File: src/rtl/result_write_arbiter.sv
// result_write_arbiter: per-lane result FIFOs drained round-robin onto one frame-buffer write port.
// Define RESULT_ARB_DROP_COUNT_EN to implement the saturating dropped-write counter on oDropCount.
`timescale 1ns/1ps
module result_write_arbiter #(
    parameter int NUM_LANES       = 7,
    parameter int LANE_BITS       = 3,
    parameter int WIDTH_BITS      = 8,
    parameter int HEIGHT_BITS     = 8,
    parameter int FIFO_DEPTH_BITS = 2
) (
    input  logic                              clock,
    input  logic                              not_reset,
    input  logic [NUM_LANES-1:0]              iWren,
    input  logic [NUM_LANES*WIDTH_BITS-1:0]   iCol,
    input  logic [NUM_LANES*HEIGHT_BITS-1:0]  iRow,
    input  logic [NUM_LANES-1:0]              iData,
    output logic [NUM_LANES-1:0]              oStall,
    output logic [HEIGHT_BITS-1:0]            oX,
    output logic [WIDTH_BITS-1:0]             oY,
    output logic [2:0]                        oR,
    output logic [2:0]                        oG,
    output logic [2:0]                        oB,
    output logic                              oWren,
    output logic                              oBusy,
    output logic                              oOverflow,
    output logic [15:0]                       oDropCount
);
    localparam int DEPTH      = 1 << FIFO_DEPTH_BITS;
    localparam int ENTRY_BITS = HEIGHT_BITS + WIDTH_BITS + 1;
    localparam logic [FIFO_DEPTH_BITS:0] FULL = (FIFO_DEPTH_BITS+1)'(DEPTH);

    typedef logic [ENTRY_BITS-1:0] entry_t;

    entry_t                     mem_q    [NUM_LANES][DEPTH];
    entry_t                     mem_d    [NUM_LANES][DEPTH];
    logic [FIFO_DEPTH_BITS-1:0] wr_ptr_q [NUM_LANES];
    logic [FIFO_DEPTH_BITS-1:0] wr_ptr_d [NUM_LANES];
    logic [FIFO_DEPTH_BITS-1:0] rd_ptr_q [NUM_LANES];
    logic [FIFO_DEPTH_BITS-1:0] rd_ptr_d [NUM_LANES];
    logic [FIFO_DEPTH_BITS:0]   count_q  [NUM_LANES];
    logic [FIFO_DEPTH_BITS:0]   count_d  [NUM_LANES];
    logic [LANE_BITS-1:0]       last_grant_q, last_grant_d;
    logic [LANE_BITS-1:0]       grant_lane, sel_hi, sel_lo;
    logic                       found_hi, found_lo, grant_valid;
    logic [NUM_LANES-1:0]       push, pop, drop, nonempty;
    entry_t                     head;
    logic                       wren_q, wren_d;
    logic [HEIGHT_BITS-1:0]     x_q, x_d;
    logic [WIDTH_BITS-1:0]      y_q, y_d;
    logic                       pix_q, pix_d;
    logic                       overflow_q, overflow_d;

    // Stall looks only at the registered count, so a full lane drops even if popped this cycle.
    always_comb begin
        oStall   = '0;
        push     = '0;
        drop     = '0;
        nonempty = '0;
        for (int i = 0; i < NUM_LANES; i++) begin
            oStall[i]   = count_q[i] == FULL;
            push[i]     = iWren[i] & ~oStall[i];
            drop[i]     = iWren[i] & oStall[i];
            nonempty[i] = count_q[i] != '0;
        end
    end

    // Lowest non-empty lane above last_grant wins; otherwise wrap to the lowest at or below it.
    always_comb begin
        found_hi = 1'b0;
        found_lo = 1'b0;
        sel_hi   = '0;
        sel_lo   = '0;
        for (int j = NUM_LANES - 1; j >= 0; j--) begin
            if (nonempty[j] && LANE_BITS'(j) > last_grant_q) begin
                found_hi = 1'b1;
                sel_hi   = LANE_BITS'(j);
            end
            if (nonempty[j] && LANE_BITS'(j) <= last_grant_q) begin
                found_lo = 1'b1;
                sel_lo   = LANE_BITS'(j);
            end
        end
        grant_valid = found_hi | found_lo;
        grant_lane  = found_hi ? sel_hi : sel_lo;
        pop  = '0;
        head = '0;
        for (int i = 0; i < NUM_LANES; i++) begin
            if (grant_valid && LANE_BITS'(i) == grant_lane) begin
                pop[i] = 1'b1;
                head   = mem_q[i][rd_ptr_q[i]];
            end
        end
    end

    always_comb begin
        mem_d = mem_q;
        for (int i = 0; i < NUM_LANES; i++) begin
            wr_ptr_d[i] = wr_ptr_q[i] + FIFO_DEPTH_BITS'(push[i]);
            rd_ptr_d[i] = rd_ptr_q[i] + FIFO_DEPTH_BITS'(pop[i]);
            count_d[i]  = count_q[i] + (FIFO_DEPTH_BITS+1)'(push[i]) - (FIFO_DEPTH_BITS+1)'(pop[i]);
            if (push[i])
                mem_d[i][wr_ptr_q[i]] = {iRow[i*HEIGHT_BITS +: HEIGHT_BITS],
                                         iCol[i*WIDTH_BITS +: WIDTH_BITS], iData[i]};
        end
        wren_d       = grant_valid;
        x_d          = grant_valid ? head[ENTRY_BITS-1 -: HEIGHT_BITS] : x_q;
        y_d          = grant_valid ? head[WIDTH_BITS:1] : y_q;
        pix_d        = grant_valid ? head[0] : pix_q;
        last_grant_d = grant_valid ? grant_lane : last_grant_q;
        overflow_d   = overflow_q | (|drop);
    end

    always_ff @(posedge clock) mem_q <= mem_d;

    always_ff @(posedge clock or negedge not_reset) begin
        if (!not_reset) begin
            for (int i = 0; i < NUM_LANES; i++) begin
                wr_ptr_q[i] <= '0;
                rd_ptr_q[i] <= '0;
                count_q[i]  <= '0;
            end
            last_grant_q <= LANE_BITS'(NUM_LANES - 1);
            wren_q       <= 1'b0;
            x_q          <= '0;
            y_q          <= '0;
            pix_q        <= 1'b0;
            overflow_q   <= 1'b0;
        end else begin
            wr_ptr_q     <= wr_ptr_d;
            rd_ptr_q     <= rd_ptr_d;
            count_q      <= count_d;
            last_grant_q <= last_grant_d;
            wren_q       <= wren_d;
            x_q          <= x_d;
            y_q          <= y_d;
            pix_q        <= pix_d;
            overflow_q   <= overflow_d;
        end
    end

`ifdef RESULT_ARB_DROP_COUNT_EN
    logic [15:0] drop_cnt_q, drop_cnt_d;
    logic [16:0] drop_sum;

    always_comb begin
        drop_sum = {1'b0, drop_cnt_q};
        for (int i = 0; i < NUM_LANES; i++)
            drop_sum = drop_sum + 17'(drop[i]);
        drop_cnt_d = drop_sum[16] ? 16'hFFFF : drop_sum[15:0];
    end

    always_ff @(posedge clock or negedge not_reset) begin
        if (!not_reset)
            drop_cnt_q <= '0;
        else
            drop_cnt_q <= drop_cnt_d;
    end

    assign oDropCount = drop_cnt_q;
`else
    assign oDropCount = 16'h0000;
`endif

    assign oWren     = wren_q;
    assign oX        = x_q;
    assign oY        = y_q;
    assign oR        = {3{pix_q}};
    assign oG        = {3{pix_q}};
    assign oB        = {3{pix_q}};
    assign oOverflow = overflow_q;
    assign oBusy     = (|nonempty) | wren_q;
endmodule

File: config.mk
export PLATFORM = sky130hd
export DESIGN_NAME = result_write_arbiter
export DESIGN_NICKNAME = d
export VERILOG_FILES = /design/src/rtl/result_write_arbiter.sv
export SDC_FILE = /design/constraint.sdc
export NUM_CORES = 1
export LEC_CHECK = 0
export ABC_CLOCK_PERIOD_IN_PS = 5000
export CAP_MARGIN = 20
export CELL_PAD_IN_SITES_DETAIL_PLACEMENT = 2
export CELL_PAD_IN_SITES_GLOBAL_PLACEMENT = 2
export CORE_UTILIZATION = 40
export CTS_BUF_LIST = sky130_fd_sc_hd__clkbuf_16
export DETAILED_ROUTE_END_ITERATION = 10
export PLACE_DENSITY = 0.76
export SLEW_MARGIN = 20
export SYNTH_ARGS = -nofsm -noshare
export SYNTH_HDL_FRONTEND = slang
export SYNTH_SLANG_ARGS = --single-unit
File: constraint.sdc
create_clock -name clock -period 5 [get_ports clock]
set_input_delay 1 -clock clock [delete_from_list [all_inputs] [get_ports clock]]
set_output_delay 1 -clock clock [all_outputs]
set_load 0.01 [all_outputs]
# Yosys cells after proc, flatten, opt, wreduce, memory -nomap -nowiden
# Index checks and enable logic that the tools add are counted.
# classes
add_sub_neg,28
n_mux,85
order_cmp,35
reduce_logical,38
n_eq_ne,13
n_bitwise,38
# op_table
operator,n
68-bit bitwise mux,7
17-bit two-way mux,28
17-bit binary-select mux with 2-bit select,7
17-bit demux with 2-bit select,7
3-bit two-way mux,15
3-bit greater-or-equal comparator (second input constant),14
2-bit inverter with 3-bit output,14
2-bit by 1-bit adder with 2-bit output,14
1-bit logical AND,28
3-bit by 1-bit adder with 3-bit output,7
3-bit == test (second input constant),7
3-bit by 1-bit < comparator with 1-bit output (second input constant),7
1-bit two-way mux,21
3-bit nonzero test,7
3-bit by 1-bit subtractor with 3-bit output,7
1-bit bitwise AND,14
7-bit OR reduction,2
3-bit == test (first input constant),3
3-bit greater-than comparator (first input constant),3
3-bit <= comparator (first input constant),3
1-bit inverter,7
2-bit by 3-bit == test with 1-bit output (first input constant),2
1-bit by 3-bit greater-than comparator with 1-bit output (first input constant),2
2-bit by 3-bit greater-than comparator with 1-bit output (first input constant),2
5 further kinds,9
# word_totals
reg_bits,547
out_inout_bits,51
word_cells,292
in_bits,128

# Longest topological paths before layout
# depth
depth_word,19
mapped_depth,15
depth_no_buf,12

# Worst setup path after synthesis
# OpenSTA, ideal clock, no wires.
# synth_path
kind,register to register
start,register last_grant_q[1]
end,register count_q[5] in the netlist's numbering
t_required_ns,4.873
stages_incl_launch_ff,14
setup_slack_ns,1.553
t_arrival_ns,3.320
period_less_slack_ns,3.447
path_buffers,2
setup_time_ns,0.127
cell_sequence,dfstp_2 clkbuf_1 a211oi_1 or3b_2 o31a_1 nor3_4 buf_2 ha_1 inv_1 ha_1 inv_1 fa_1 xnor2_1 xnor2_1
# synth_lines
item,line,rtl
"start, declared",42,"logic [LANE_BITS-1:0] last_grant_q, last_grant_d;"
"start signal, assigned",122,last_grant_q <= LANE_BITS'(NUM_LANES - 1);
"start signal, assigned",132,last_grant_q <= last_grant_d;
"end signal, assigned",131,count_q <= count_d;
"end, declared",40,logic [FIFO_DEPTH_BITS:0] count_q [NUM_LANES];

==> impl_metrics.xml <==
<?xml version="1.0" encoding="UTF-8"?>
<metrics>
  <group name="detailed_routing">
    <metric name="detail_route.iter0.violations" unit="">963</metric>
    <metric name="via_total_after_detailed_routing" unit="">11100</metric>
    <metric name="route.detailed.vias_per_inst" unit="">5.60</metric>
    <metric name="routedWlPerCell" unit="µm">31.5</metric>
    <metric name="wl" unit="µm">62600</metric>
    <metric name="antenna_violating_nets_left" unit="">0</metric>
    <metric name="post_route_drc_violation_count" unit="">0</metric>
    <metric name="dr.pass1.iters" unit="">7</metric>
  </group>
  <group name="clocking">
    <metric name="cts_num_sinks" unit="">547</metric>
    <metric name="cts.htree.levels" unit="">2</metric>
    <metric name="cts_setup_buffers" unit="">0</metric>
    <metric name="maximum_clock_insertion_buffer_count" unit="">3</metric>
    <metric name="ctsResizeCount" unit="">0</metric>
    <metric name="worst_setup_hold_path_clk_slew" unit="ns">0.06</metric>
    <metric name="clockRootBuffer" unit="">sky130_fd_sc_hd__clkbuf_16</metric>
    <metric name="worstSkewPairLatency" unit="ns">0.64</metric>
    <metric name="cts_hold_buf" unit="">0</metric>
    <metric name="cts-buffers-inserted" unit="">57</metric>
    <metric name="cts_tree" unit="">built</metric>
  </group>
  <group name="global_routing">
    <metric name="gr_peak_layer" unit="">met2</metric>
    <metric name="number_of_antenna_violations_at_the_first_check_in_global_routing" unit="">1</metric>
    <metric name="globalRouteTotalUtil" unit="">0.235</metric>
    <metric name="wire_length_of_the_first_global_routing_pass" unit="µm">90700</metric>
    <metric name="global_route.overflow_total" unit="">0</metric>
    <metric name="grtUsageMet3" unit="">0.0316</metric>
    <metric name="number_of_global_route_vias_before_repair" unit="">12500</metric>
    <metric name="grt_start_max_net_pins" unit="">39</metric>
    <metric name="global_route.usage.met1" unit="">0.291</metric>
    <metric name="global_route.usage.met2" unit="">0.426</metric>
  </group>
  <group name="place">
    <metric name="placed_cells_incl_taps" unit="">1878</metric>
    <metric name="placedInstanceArea" unit="µm²">24000</metric>
    <metric name="port_buffers" unit="">162</metric>
    <metric name="place_hpwl" unit="µm">44000</metric>
    <metric name="routabilityCongestion" unit="">0.819</metric>
  </group>
  <group name="synthesis">
    <metric name="post_synth_cell_types" unit="">51</metric>
    <metric name="synth_async_sr_flop_share" unit="">0.130</metric>
    <metric name="synthesis.instances" unit="">1058</metric>
    <metric name="synth-edff-count" unit="">476</metric>
    <metric name="synth-warning-count" unit="">0</metric>
    <metric name="synth-seq-area-share" unit="">0.745</metric>
    <metric name="postSynthAreaPerCell" unit="µm²">20.4</metric>
    <metric name="primary_flip_flop_cell_chosen_by_synthesis_mapping" unit="">sky130_fd_sc_hd__edfxtp_1</metric>
    <metric name="synth-seq-cells" unit="">547</metric>
    <metric name="mappedNetlistArea" unit="µm²">21600</metric>
  </group>
  <group name="sta">
    <metric name="timing.final.crit_period" unit="ns">4.41</metric>
    <metric name="maxClockFrequency" unit="MHz">227</metric>
    <metric name="setup_viol_count_final" unit="">0</metric>
    <metric name="grt_setup_unrepaired" unit="">no</metric>
    <metric name="hold-worst-slack" unit="ns">0.350</metric>
    <metric name="setup_tns" unit="ns">0</metric>
    <metric name="hold_violations" unit="">0</metric>
    <metric name="finalMaxSlewViolations" unit="">0</metric>
    <metric name="finalCritPeriodShare" unit="">0.882</metric>
    <metric name="slew_headroom" unit="">0.279</metric>
    <metric name="max_slew.worst_pin.slew" unit="ns">1.08</metric>
    <metric name="clock-skew-final" unit="ns">0.0619</metric>
  </group>
  <group name="floorplanning">
    <metric name="initial_core_util" unit="">0.407</metric>
    <metric name="die_y" unit="µm">234</metric>
    <metric name="top_level_ports" unit="">179</metric>
    <metric name="die_width" unit="µm">234</metric>
    <metric name="placement_rows" unit="">84</metric>
    <metric name="die_area" unit="µm²">54900</metric>
    <metric name="core-area" unit="µm²">53000</metric>
  </group>
  <group name="job">
    <metric name="max_cap_viol_count" unit="">0</metric>
  </group>
  <group name="worst_setup_path">
    <metric name="required" unit="ns">4.00</metric>
    <metric name="cp.arrival" unit="ns">3.41</metric>
    <metric name="crit_type" unit="">flip-flop to output port</metric>
    <metric name="critical_path.endpoint_type" unit="">output port</metric>
    <metric name="path_max_fanout" unit="">22</metric>
    <metric name="crit_start_category" unit="">flip-flop</metric>
  </group>
  <group name="finish">
    <metric name="area_growth_syn_to_layout" unit="%">20.0</metric>
    <metric name="layout.cell_area.non_filler" unit="µm²">25900</metric>
    <metric name="final_layout_size_suffix_gt1_frac" unit="">0.206</metric>
    <metric name="layoutNonFillerInstCount" unit="">1987</metric>
    <metric name="n_antenna_cell" unit="">0</metric>
    <metric name="finalNetCount" unit="">1413</metric>
    <metric name="commonest_non_fill_non_tap_cell_in_the_layout" unit="">sky130_fd_sc_hd__edfxtp_1</metric>
    <metric name="most-common-layout-cells" unit="">sky130_fd_sc_hd__edfxtp_1 (476), sky130_fd_sc_hd__clkdlybuf4s50_1 (161), sky130_fd_sc_hd__mux4_2 (119), sky130_fd_sc_hd__dfrtp_1 (67), sky130_fd_sc_hd__clkbuf_16 (57)</metric>
  </group>
  <group name="power">
    <metric name="p_leak" unit="nW">8.75</metric>
    <metric name="worst_ir_drop_vdd" unit="mV">0.328</metric>
    <metric name="fin_total_pwr" unit="mW">17.5</metric>
    <metric name="cellPowerDensity" unit="nW/µm²">676</metric>
  </group>
  <group name="worst_hold_path">
    <metric name="min_delay_path_class" unit="">primary input to async pin</metric>
  </group>
  <group name="status">
    <metric name="run_status" unit="">finished clean</metric>
  </group>
</metrics>
## cell usage after synthesis, types with 11 or more instances
cell                       count  area share
sky130_fd_sc_hd__edfxtp_1    476        0.66
sky130_fd_sc_hd__mux4_2      119        0.12
sky130_fd_sc_hd__dfrtp_1      69       0.080
sky130_fd_sc_hd__a22oi_1      52       0.018
sky130_fd_sc_hd__nand2_1      35      0.0061
sky130_fd_sc_hd__inv_1        31      0.0054
sky130_fd_sc_hd__buf_4        28      0.0097
sky130_fd_sc_hd__ha_1         28       0.016
sky130_fd_sc_hd__clkbuf_1     26      0.0045
sky130_fd_sc_hd__nand4_1      18      0.0052
sky130_fd_sc_hd__nor3_1       18      0.0042
sky130_fd_sc_hd__mux2_2       17      0.0089
sky130_fd_sc_hd__xor2_1       15      0.0061
sky130_fd_sc_hd__nor2_1       13      0.0023
sky130_fd_sc_hd__xnor2_1      13      0.0053
sky130_fd_sc_hd__nor3b_1      11      0.0038
## critical path, cell delays in order (launching register included)
cell	delay, ns
sky130_fd_sc_hd__dfrtp_1	0.50
sky130_fd_sc_hd__nor3_1	0.47
sky130_fd_sc_hd__o21ai_0	0.26
sky130_fd_sc_hd__nor2b_1	0.42
sky130_fd_sc_hd__and3_1	0.23
sky130_fd_sc_hd__buf_4	0.31
sky130_fd_sc_hd__nand2b_1	0.09
sky130_fd_sc_hd__clkdlybuf4s50_1	0.49
## where the power goes
part / internal (mW) / switching (mW)
registers: 6.20 / 1.00
logic: 2.60 / 3.50
clock network: 2.38 / 1.83
## through the flow
stage	worst slack [ns]	util
floorplan	1.55	-
global placement	1.33	0.454
detailed placement	1.10	0.454
CTS	0.633	0.489
global route	0.428	0.489
finish	0.592	0.489
## cell families after synthesis
| group | after synthesis | share of synthesized area |
|---|---|---|
| muxes | 137 | 0.134 |
| xor gates and xnor gates | 28 | 0.0114 |
| DFF | 547 | 0.745 |
| adders and majority gates | 35 | 0.0227 |
| buffers and inverters | 99 | 0.0235 |
| AOI/OAI and AO/OA | 80 | 0.0291 |
| other | 1 | 0.000174 |
| and+or+nand+nor | 131 | 0.0350 |
## worst paths after layout
check / startpoint / to / slack [ns] / cells past startpoint
min: not_reset / rd_ptr_q[11] / 0.35 / 1
max in group asynchronous: not_reset / oX[3] / 3.60 / 2
max: last_grant_q[0] / oBusy / 0.59 / 7
max reg2reg: last_grant_q[0] / count_q[8] / 1.02 / 13
min in group clock: oOverflow / oOverflow / 0.51 / 2
min reg2reg: oOverflow / oOverflow / 0.51 / 2
## flip-flops by register name (all words and copies together) (netlist names)
| register | count |
|---|---|
| pix_q | 1 |
| rd_ptr_q | 14 |
| oX | 8 |
| oY | 8 |
| oOverflow | 1 |
| oWren | 1 |
| wr_ptr_q | 14 |
| last_grant_q | 3 |
| mem_q | 476 |
| count_q | 21 |
## area by class of cell
type	instances	area (µm²)
Clock buffer	57	1430
Clock inverter	51	417
Fill cell	4717	27100
Inverter	31	116
Multi-Input combinational cell	427	5200
Sequential cell	547	16100
Tap cell	688	861
Timing Repair Buffer	186	1800
## layer usage
| layer | wire length (µm) | share of wire |
|---|---|---|
| met5 | 13 | 0.00021 |
| met4 | 1700 | 0.027 |
| met3 | 2650 | 0.042 |
| met2 | 33800 | 0.54 |
| met1 | 24500 | 0.39 |
(Power assumes the default switching activity.)
